<file path="config.mk">
export PLATFORM = sky130hd
export DESIGN_NAME = equalize_sequencer
export DESIGN_NICKNAME = d
export VERILOG_FILES = /design/src/rtl/equalize_sequencer.sv
export SDC_FILE = /design/constraint.sdc
export NUM_CORES = 1
export LEC_CHECK = 0
export CAP_MARGIN = 15
export CORE_ASPECT_RATIO = 0.9
export CORE_MARGIN = 1.5
export CORE_UTILIZATION = 40
export CTS_CLUSTER_DIAMETER = 60
export DETAILED_ROUTE_END_ITERATION = 12
export PLACE_DENSITY = 0.81
export SLEW_MARGIN = 30
export SYNTH_ARGS = -nofsm -noshare
export SYNTH_HDL_FRONTEND = slang
export SYNTH_SLANG_ARGS = --single-unit
</file>
<file path="constraint.sdc">
create_clock -name clock -period 2.37 [get_ports clock]
set_clock_uncertainty 0.05 [all_clocks]
set_input_delay 0.474 -clock clock [delete_from_list [all_inputs] [get_ports clock]]
set_output_delay 0.474 -clock clock [all_outputs]
set_load 0.01 [all_outputs]
</file>
<file path="src/rtl/equalize_sequencer.sv">
// Frame-level controller for the histogram-equalization output pipeline: finds CdfMin,
// derives the divisor, launches the output pipeline and flips the ping-pong output base.
module equalize_sequencer #(
  parameter logic [15:0] CDF_BASE     = 16'h0000,
  parameter int unsigned NUM_BINS     = 256,
  parameter logic [19:0] PIPE_TIMEOUT = 20'hFFFFF
) (
  input  logic         clock,
  input  logic         reset,
  input  logic         frame_start,
  input  logic [19:0]  pixel_count,
  output logic [15:0]  CdfReadAddress,
  input  logic [127:0] CdfReadBus,
  output logic [19:0]  CdfMin,
  output logic [19:0]  divisor,
  output logic         pipe_start,
  input  logic         pipe_done,
  output logic         output_base_offset,
  output logic         busy,
  output logic         frame_done,
  output logic         err_empty,
  output logic         err_timeout
);

  localparam int unsigned     CntW     = $clog2(NUM_BINS + 1);
  localparam logic [15:0]     LastAddr = CDF_BASE + 16'(NUM_BINS - 1);
  localparam logic [CntW-1:0] LastCnt  = CntW'(NUM_BINS);

  typedef enum logic [2:0] {
    StIdle,
    StScan,
    StCalc,
    StLaunch,
    StRun,
    StFinish
  } state_e;

  state_e          state_q, state_d;
  logic [15:0]     addr_q, addr_d;
  logic [CntW-1:0] cnt_q, cnt_d;
  logic [19:0]     cdf_min_q, cdf_min_d;
  logic [19:0]     div_q, div_d;
  logic [19:0]     wd_q, wd_d;
  logic            offset_q, offset_d;
  logic            err_empty_q, err_empty_d;
  logic            err_to_q, err_to_d;

  logic [19:0] bin_val;
  logic        unused_rd_bits;

  assign bin_val        = CdfReadBus[19:0];
  assign unused_rd_bits = ^CdfReadBus[127:20];

  always_ff @(posedge clock) begin
    if (reset) begin
      state_q     <= StIdle;
      addr_q      <= CDF_BASE;
      cnt_q       <= '0;
      cdf_min_q   <= '0;
      div_q       <= 20'd1;
      wd_q        <= '0;
      offset_q    <= 1'b0;
      err_empty_q <= 1'b0;
      err_to_q    <= 1'b0;
    end else begin
      state_q     <= state_d;
      addr_q      <= addr_d;
      cnt_q       <= cnt_d;
      cdf_min_q   <= cdf_min_d;
      div_q       <= div_d;
      wd_q        <= wd_d;
      offset_q    <= offset_d;
      err_empty_q <= err_empty_d;
      err_to_q    <= err_to_d;
    end
  end

  always_comb begin
    state_d     = state_q;
    addr_d      = addr_q;
    cnt_d       = cnt_q;
    cdf_min_d   = cdf_min_q;
    div_d       = div_q;
    wd_d        = wd_q;
    offset_d    = offset_q;
    err_empty_d = err_empty_q;
    err_to_d    = err_to_q;

    unique case (state_q)
      StIdle: begin
        if (frame_start) begin
          state_d = StScan;
          addr_d  = CDF_BASE;
          cnt_d   = '0;
        end
      end
      StScan: begin
        if (addr_q != LastAddr) addr_d = addr_q + 16'd1;
        cnt_d = cnt_q + CntW'(1);
        // cnt_q counts SCAN cycles; data for bin cnt_q-1 is on the bus when cnt_q >= 1
        if (cnt_q != '0) begin
          if (bin_val != '0) begin
            cdf_min_d = bin_val;
            state_d   = StCalc;
          end else if (cnt_q == LastCnt) begin
            cdf_min_d   = '0;
            err_empty_d = 1'b1;
            state_d     = StFinish;
          end
        end
      end
      StCalc: begin
        div_d   = (pixel_count > cdf_min_q) ? (pixel_count - cdf_min_q) : 20'd1;
        state_d = StLaunch;
      end
      StLaunch: begin
        wd_d    = '0;
        state_d = StRun;
      end
      StRun: begin
        if (pipe_done) begin
          offset_d = ~offset_q;
          state_d  = StFinish;
        end else if ((wd_q + 20'd1) == PIPE_TIMEOUT) begin
          err_to_d = 1'b1;
          state_d  = StFinish;
        end else begin
          wd_d = wd_q + 20'd1;
        end
      end
      StFinish: state_d = StIdle;
      default:  state_d = StIdle;
    endcase
  end

  assign CdfReadAddress     = addr_q;
  assign CdfMin             = cdf_min_q;
  assign divisor            = div_q;
  assign pipe_start         = (state_q == StLaunch);
  assign frame_done         = (state_q == StFinish);
  assign busy               = (state_q != StIdle);
  assign output_base_offset = offset_q;
  assign err_empty          = err_empty_q;
  assign err_timeout        = err_to_q;

endmodule

</file>
==> flow_metrics.tcl, run 1 <==
set metrics [dict create \
    outcome "finished with violations" \
    violations "setup timing" \
    synth-edff-count 0 \
    fp-row-count 39 \
    reg2reg_slack_ps -100 \
    worstPathMaxFanout 4 \
    grt_pass1_vias 5669 \
    antenna_found_initial 0 \
    post-route-cell-area_um2 8417 \
    clk_latency_ps 360 \
    dp_slack_ps -637.9 \
    drive_gt1_share_pct 29.54 \
    die_y_um 112.2 \
    path_class "in -> reg" \
    cts_buffer_depth 2 \
    instances_no_fill 1061 \
    grt_use_total_pct 25.41 \
    crit_required_ps 2560 \
    fin_setup_tns_ps -157.5 \
    crit_family "compound AO/OA/AOI/OAI gates" \
    synthSimpleGateAreaFrac_pct 28.14 \
    root_buffer "clkbuf_16" \
    finalPower_mw 4.159 \
    die_x_um 124.3 \
    initial_core_util_pct 41.30 \
    gp_congestion 0.9170 \
    vias 6109 \
    synth_top_family_by_area "simple AND/OR/NAND/NOR gates" \
    dp.cells 1029 \
    synthArstFlopShare_pct 0 \
    syn_to_final_growth_pct 58.81 \
    clock-sinks 91 \
    max_stage_delay_ps 380 \
    hold_end "err_empty$_SDFFE_PP0P_" \
    ant_nets 0 \
    n_antenna_cell 0 \
    yosys-mux-area-fraction_pct 2.314 \
    p_leak_nw 3.301 \
    synth_xor_area_share_pct 4.627 \
    grt_pass1_wl_um 28620 \
    rsz0062_at_grt "true" \
    clk_pin_slew_worst_paths_ps 60 \
    worstSetupStartpointType "input pin" \
    first_pass_iters 6 \
    yosysWarnings 0 \
    tightest_slew_ps 430.3 \
    synth_flop_cell "dfxtp_1" \
    yosysSeqAreaShare_pct 34.37 \
    fin_ws_ps -121.5 \
    hold_class "reg -> reg" \
    fin_crit_sh_pct 105.1 \
    grt_overflow 0 \
    core_um2 12830 \
    reg2reg_depth 10 \
    die-area_um2 13950 \
    finish.utilization_pct 65.58 \
    min_from "err_empty$_SDFFE_PP0P_" \
    ir_worst_vdd_mv 0.4426 \
    routed_via_density 5.758 \
    synth_compound_area_share_pct 19.85 \
    cts_tree "yes" \
    cp.arrival_ps 2680 \
    synth.avg_cell_area_um2 8.055 \
    finalSetupViolations 3 \
    syn_nets 836 \
    port_buffers 105 \
    r2r-start "CdfMin[1]$_SDFFE_PP0P_" \
    synth-seq-cells 91 \
    hold_violations 0 \
    synthAdderAreaFrac_pct 6.280 \
    p_per_area_nw_per_um2 494.1 \
    wl_per_cell_um 17.88 \
    crit_buf_inv 2 \
    ios 214 \
    drcViolationCount 0 \
    worstPathCellList "clkdlybuf4s15_1, ha_4, nor2b_4, o31a_1, o31ai_1, buf_4, a21boi_2, or3_1, a32oi_1, nor2_1" \
    dp_hpwl_um 12580 \
    synth_cells 658 \
    place_area_um2 7477 \
    max_slew_margin_pct 71.32 \
    min_path_cells 2 \
    clock.fmax_mhz 401.4 \
    timing.rr.end "divisor[9]$_SDFFE_PP0P_" \
    end_kind "flop" \
    cap_violations 0 \
    numCtsBuffers 9 \
    dr.first_iter.drc_count 565 \
    mappedNetlistArea_um2 5300 \
    crit_slowest_cell "or3_1" \
    synth.distinct_cells 66 \
    nets 1070 \
    wirelength_um 18980 \
    htreeDepth 3 \
    ctsHoldBuffers 0 \
    grt_start_max_net_pins 23 \
    maxSlewViolCount 0 \
    period_needed_ps 2491 \
    hold_slack_ps 457.8 \
]
==> flip-flops by register name, summed over array words and instances (netlist names) <==
name                cells
CdfMin                 20
divisor                20
wd_q                   20
CdfReadAddress         16
cnt_q                   9
state_q                 3
err_empty               1
err_timeout             1
output_base_offset      1
==> kinds of logic after synthesis <==
kind of cell | count (synthesis)
AO/OA/AOI/OAI | 154
XOR/XNOR | 28
adder cells (fa/ha/maj) | 26
buffers and inverters | 62
flip-flops | 91
multiplexers | 12
AND/OR/NAND/NOR | 285
==> power by group <==
| part | switching [mW] | internal [mW] |
|---|---|---|
| combinational | 0.524 | 0.545 |
| sequential | 0.0397 | 1.57 |
| clock | 0.659 | 0.823 |
| total | 1.22 | 2.94 |
==> tightest hold or removal path, cell delays in order, from the launching register on <==
cell	delay [ps]
dfxtp_1	320
nor2_1	100
nor2_1	50
==> synthesized netlist by cell type (4+ instances only) <==
cell type	number	area, um2
a211o_1	4	35.03
a211oi_1	4	30.03
a21o_1	8	60.06
a21oi_1	35	175.2
a22oi_1	26	195.2
a31oi_1	10	62.56
and3_1	15	93.84
clkbuf_1	27	101.4
dfxtp_1	91	1822
ha_1	25	312.8
inv_1	34	127.6
mux2i_1	10	100.1
nand2_1	48	180.2
nand2b_1	6	37.54
nand3_1	39	195.2
nand4_1	12	75.07
nor2_1	85	319.1
nor2b_1	4	25.02
nor3_1	12	60.06
nor4_1	13	81.33
o21a_1	5	37.54
o21ai_0	25	125.1
o21ai_1	4	20.02
or2_2	6	37.54
or3_1	12	75.07
xnor2_1	8	70.07
xor2_1	20	175.2
==> how the worst max path moves through the flow <==
stage / start / endpoint / slack (ps) / cells after the start
floorplan: wd_q[0]$_SDFFE_PP0P_ / wd_q[12]$_SDFFE_PP0P_ / 0.9 / 8
global placement: pixel_count[0] / divisor[14]$_SDFFE_PP0P_ / -520 / 13
detailed placement: pixel_count[0] / divisor[7]$_SDFFE_PP0P_ / -640 / 13
CTS: pixel_count[11] / divisor[17]$_SDFFE_PP0P_ / 0.7 / 10
global route: pixel_count[1] / divisor[9]$_SDFFE_PP0P_ / -150 / 10
finish: pixel_count[1] / divisor[9]$_SDFFE_PP0P_ / -120 / 10
==> timing repair <==
item | 4_1_cts | 5_1_grt
endpoints found under the setup margin | 29 | 36
gates cloned | 1 | 0
pin swaps | 21 | 29
buffers inserted | 8 | 7
resized for setup | 61 | 69
==> routing by layer <==
metal | global-route usage (%) | wire length [um] | share of wire [%] | vias to the layer above
li1 | - | - | - | 2865
met1 | 34.21 | 8251 | 43 | 2873
met2 | 40.15 | 8619 | 45 | 311
met3 | 6.864 | 1536 | 8.1 | 60
met4 | 7.280 | 568 | 3.0 | 0
met5 | 0 | 0 | 0 | -
==> area by class of cell <==
| cell class | count | area, um2 |
|---|---|---|
| fillers | 974 | 4417 |
| multi-input cells | 505 | 3714 |
| repair buffers | 251 | 2208 |
| flip-flops and latches | 91 | 1856 |
| clock buffers | 9 | 225.2 |
| well taps | 164 | 205.2 |
| inverters | 34 | 132.6 |
| clock inverters | 7 | 76.32 |
==> cells in the final DEF (no fill, tap or decap), drive strengths merged, types with 26 or more instances in the layout <==
cell             n
a22oi           26
a21oi           35
nand2           48
clkdlybuf4s50   86
o21ai           30
nor2            85
dfxtp           91
buf            147
inv             35
nand3           42
Note: power is estimated with default switching activity, not from simulation.
==> run 2, diff against run 1 <==
--- a/config.mk
+++ b/config.mk
@@ -6,12 +6,13 @@
 export NUM_CORES = 1
 export LEC_CHECK = 0
 export CAP_MARGIN = 15
-export CORE_ASPECT_RATIO = 0.9
 export CORE_MARGIN = 1.5
 export CORE_UTILIZATION = 40
 export CTS_CLUSTER_DIAMETER = 60
 export DETAILED_ROUTE_END_ITERATION = 12
+export HOLD_SLACK_MARGIN = 0.1
 export PLACE_DENSITY = 0.81
+export RECOVER_POWER = 25
 export SLEW_MARGIN = 30
 export SYNTH_ARGS = -nofsm -noshare
 export SYNTH_HDL_FRONTEND = slang
==> run 2 against run 1 <==
Compared with the run above:
- the flow still finishes with violations (setup timing)
- worst hold slack got worse by 35 ps
- maximum frequency rose by 1.6%
- setup slack improved by 39 ps
- count of clock-buffer cells in the layout rose by 3
- sequential share of layout area fell by 0.40 points
- total power rose by 3.2%
- largest cell class unchanged
- highest routed layer unchanged
==> flow_metrics.tcl, run 2 (same netlist as run 1, synthesis figures left out) <==
set metrics [dict create \
    seqCellArea_um2 1853 \
    die_x_um 118.1 \
    n_fill_cell 934 \
    clock-sinks 91 \
    finalSetupViolations 12 \
    finish.utilization_pct 67.03 \
    cap_violations 0 \
    grt_use_total_pct 24.29 \
    min_path_cells 2 \
    cts_tree "yes" \
    cts_buffer_depth 2 \
    ir_worst_vdd_mv 0.3755 \
    rsz0062_at_grt "true" \
    layout_commonest_cell "buf_4" \
    tightest_slew_ps 790.7 \
    min_from "err_empty$_SDFFE_PP0P_" \
    grt_overflow 0 \
    clk_latency_ps 360 \
    post-route-cell-area_um2 8562 \
    hold_end "err_empty$_SDFFE_PP0P_" \
    htreeDepth 3 \
    path_class "in -> reg" \
    maxSlewViolCount 0 \
    antenna_found_initial 0 \
    crit_required_ps 2550 \
    drive_gt1_share_pct 30.77 \
    gp_congestion 0.9473 \
    p_per_area_nw_per_um2 501.0 \
    worstPathMaxFanout 13 \
    die_y_um 118.1 \
    reg2reg_depth 9 \
    vias 6159 \
    ios 214 \
    max_slew_margin_pct 46.80 \
    fin_ws_ps -82.51 \
    dp.cells 1030 \
    most-common-layout-cells "buf_4 (131), nor2_1 (85), dfxtp_1 (70)" \
    worstSetupStartpointType "input pin" \
    clock.fmax_mhz 407.7 \
    timing.rr.end "wd_q[2]$_SDFFE_PP0P_" \
    grt_start_max_net_pins 69 \
    place_area_um2 7435 \
    busiest_layer "met2" \
    n_antenna_cell 0 \
    violations "setup timing" \
    p_leak_nw 3.386 \
    dp_slack_ps -641.9 \
    use_met3_pct 6.492 \
    ant_nets 0 \
    grtUsageMet2_pct 37.14 \
    reg2reg_slack_ps -60 \
    grt_pass1_wl_um 27480 \
    instances_no_fill 1069 \
    grt_pass1_vias 5628 \
    nets 1070 \
    wirelength_um 19100 \
    initial_core_util_pct 41.49 \
    fin_crit_sh_pct 103.5 \
    r2r-start "wd_q[1]$_SDFFE_PP0P_" \
    routed_via_density 5.761 \
    core_um2 12770 \
    first_pass_iters 5 \
    syn_to_final_growth_pct 61.54 \
    hold_class "reg -> reg" \
    numCtsBuffers 9 \
    clk_pin_slew_worst_paths_ps 60 \
    period_needed_ps 2453 \
    multi_input_area_um2 3790 \
    dp_hpwl_um 12090 \
    dr.first_iter.drc_count 623 \
    hold_violations 0 \
    ctsHoldBuffers 0 \
    cp.arrival_ps 2630 \
    root_buffer "clkbuf_16" \
    end_kind "flop" \
    use_met1_pct 32.03 \
    drcViolationCount 0 \
    outcome "finished with violations" \
    die-area_um2 13950 \
    fp-row-count 41 \
    port_buffers 105 \
    wl_per_cell_um 17.87 \
]
-- run 2: final cells by class --
cell class,count,share of cell area (%)
Sequential cell,91,21.64
Inverter,34,1.491
Multi-Input combinational cell,505,44.26
Tap cell,172,2.514
Timing Repair Buffer,251,26.25
Clock inverter,4,0.8476
Clock buffer,12,2.996
-- run 2: worst max path at each step --
stage,startpoint,end,slack [ps],cells past startpoint
floorplan,wd_q[0]$_SDFFE_PP0P_,wd_q[12]$_SDFFE_PP0P_,0.9,8
CTS,wd_q[1]$_SDFFE_PP0P_,wd_q[2]$_SDFFE_PP0P_,5,9
finish,CdfReadBus[3],CdfMin[0]$_SDFFE_PP0P_,-80,9
global placement,pixel_count[0],divisor[14]$_SDFFE_PP0P_,-550,12
detailed placement,pixel_count[0],divisor[14]$_SDFFE_PP0P_,-640,12
global route,CdfReadBus[4],CdfMin[0]$_SDFFE_PP0P_,-190,9
-- run 2: repair_timing --
action                     4_1_cts  5_1_grt
resized for setup               65       79
setup endpoints to repair       37       53
setup buffers                    7       14
pin swaps                       31       30
gates cloned                     0        3
-- run 2: routing by layer --
layer / up-vias / wire length [um]
li1: 2866 / -
met5: - / 0
met4: 0 / 700
met3: 84 / 1551
met1: 2871 / 8319
met2: 338 / 8533
-- run 2: critical path: stages --
cell and delay, ps:
clkdlybuf4s50_1 420, nor4_1 710, nand3_4 140, mux2i_2 190, buf_4 140, nor2_1 40, buf_4 190, a22oi_1 240
nor2_1 90
-- run 2: metrics by stage --
stage | hold slack, ps | power (mW) | TNS, ps
after detailed placement | 401.0 | 2.521 | -20440
after floorplan | 426.1 | 2.072 | 0
after global routing | 456.9 | 4.438 | -3429
after global placement | 394.3 | 2.502 | -17310
after CTS | 419.0 | 4.165 | 0
final | 422.8 | 4.290 | -350.3
-- run 2: report_power, final --
| group | switching (mW) | internal, mW |
|---|---|---|
| Clock | 0.625 | 0.981 |
| Sequential | 0.0394 | 1.57 |
| Combinational | 0.535 | 0.541 |
==> variant: new RTL, settings of run 1 <==
Change the parameter `PIPE_TIMEOUT` from 20'hFFFFF to 20'h80000.
--- a/src/rtl/equalize_sequencer.sv
+++ b/src/rtl/equalize_sequencer.sv
@@ -3,7 +3,7 @@
 module equalize_sequencer #(
   parameter logic [15:0] CDF_BASE     = 16'h0000,
   parameter int unsigned NUM_BINS     = 256,
-  parameter logic [19:0] PIPE_TIMEOUT = 20'hFFFFF
+  parameter logic [19:0] PIPE_TIMEOUT = 20'h80000
 ) (
   input  logic         clock,
   input  logic         reset,
Check against the original RTL: no difference found for any inputs over 10 cycles, from zero or initial values and one cycle with reset high; that may be too few to reach the edited logic, so the function may still have changed.
==> variant against run 1 <==
- the run still ends with setup timing left
- wire length grew 11%
- synthesized area is 3.6% lower
- setup slack worse by 260 ps
- power decreased by 1.6%
- die area decreased by 3.5%
- final cell count fell by 2.6%
- final area increased by 3.1%
- via count decreased by 0.95%
- non-clock buffer count rose by 22
- sequential cell count unchanged
==> variant: results (changes against run 1) <==
Final layout
  – Clock buffers: 12 (+3)
  – FF+latch count: 91 (unchanged)
  – Seq area share: 21.23% (-0.82 points)
  – Non-clk bufs: 273 (+8.8%)
  – Layout cells sized above 1: 35.55% (+6.0 points)
  – Clock-cell share of area: 3.302% (-0.28 points)
  – Antenna cells: 1 (+1)
  – Comb_multi_in: 461 (-8.7%)
  – Buffer share of cell area: 27.86% (+1.6 points)

Synth
  – Post-synthesis sequential area ratio: 35.66% (+1.3 points)
  – Most instantiated cells after synthesis: dfxtp_1 (91), nor2_1 (77), nand2_1 (37)
  – Mapped Nets: 786 (-6.0%)
  – Post-Synthesis Cells: 609 (-7.4%)
  – Netlist cell types: 61 (-7.6%)

Setup path
  – Crit Path Category: flip-flop to flip-flop
  – FF-to-FF Start: CdfMin[14]
  – Worst path slowest cell: dfxtp_1
  – Slowest stage delay, CP: 460 ps (+80 ps)
  – Crit path DAT: 2940 ps (+260 ps)

Route
  – Drt wl/cell: 20.39 um (+14%)
  – Vias per inst: 5.858 (+1.7%)
  – Metal1 wirelength: 8.146 mm (-1.3%)
  – Routed wl met2: 9.938 mm (+15%)
  – WL met3: 1.703 mm (+11%)
  – First-pass iteration count of the detailed router: 5 (-1)

GRT
  – Initial antenna violation count: 1 (+1)
  – M3 GR Usage: 7.459% (+0.60 points)
  – Largest net degree at the start of global routing: 35 (+52%)
  – GRT met2 Usage: 49.72% (+9.6 points)
  – Grt met1 use: 33.16% (-1.0 points)

Worst hold path
  – Hold path startpoint: divisor[19]

Timing
  – Final setup viols: 40 (+37)
  – Post-layout worst setup margin: -386.4 ps (-264.9 ps)
  – Setup TNS: -12,000 ps (-11,850 ps)
  – Measured slew at the worst slew-check pin: 761.2 ps (+330.9 ps)

Run status
  – Failing checks: setup timing
  – Status: finished with violations

Placement
  – Placed cells: 986 (-4.2%)
  – Post-DP HPWL: 12.44 mm (-1.1%)
  – Placer Congestion: 0.9109 (-0.67%)

Power
  – Sw power: 1.217 mW (-0.54%)
  – Total power: 4.090 mW (-1.6%)
==> variant: cell types whose count changed after synthesis, moves of 11 or more <==
cell	delta
a22oi_1	-19
mux2i_1	+14
a22o_1	+12
nand3_1	-12
o21ai_0	-12
xnor2_1	+12
nand2_1	-11
==> variant: worst paths after layout <==
| check | cells past startpoint | end | slack (ps) |
|---|---|---|---|
| setup / recovery | 13 | divisor[4] | -390 |
| hold / removal | 1 | divisor[19] | 440 |
| setup reg to reg | 13 | divisor[4] | -390 |
| hold reg to reg | 1 | divisor[19] | 440 |
==> variant: per-stage QoR <==
stage / worst slack, ps / util (%) / hold WS, ps
after detailed placement: -887.8 / 60.95 / 416.2
after global placement: -822.8 / 60.91 / 406.6
after floorplan: -347.3 / - / 411.0
after CTS: -317.0 / 68.12 / 436.1
after global routing: -505.2 / 70.72 / 456.6
final: -386.4 / 70.74 / 439.1
==> variant: logic make-up (layout without fill, tap and decap cells) <==
| group | Yosys count | in the layout | share of synthesized area (%) |
|---|---|---|---|
| buffers and inverters | 59 | 320 | 4.604 |
| other | 0 | 1 | 0 |
| and+or+nand+nor | 251 | 253 | 25.18 |
| muxes | 29 | 29 | 5.804 |
| AOI/OAI and AO/OA | 118 | 118 | 16.31 |
| adders and majority gates | 25 | 25 | 6.270 |
| xor gates and xnor gates | 36 | 36 | 6.172 |
| DFF | 91 | 91 | 35.66 |
==> variant: repair_timing <==
| item | 4_1_cts | 5_1_grt |
|---|---|---|
| pin swaps | 72 | 37 |
| gates cloned | 2 | 2 |
| setup buffers | 19 | 11 |
| setup endpoints to repair | 44 | 63 |
| hold buffers | 0 | 0 |
| gates resized for setup | 105 | 40 |
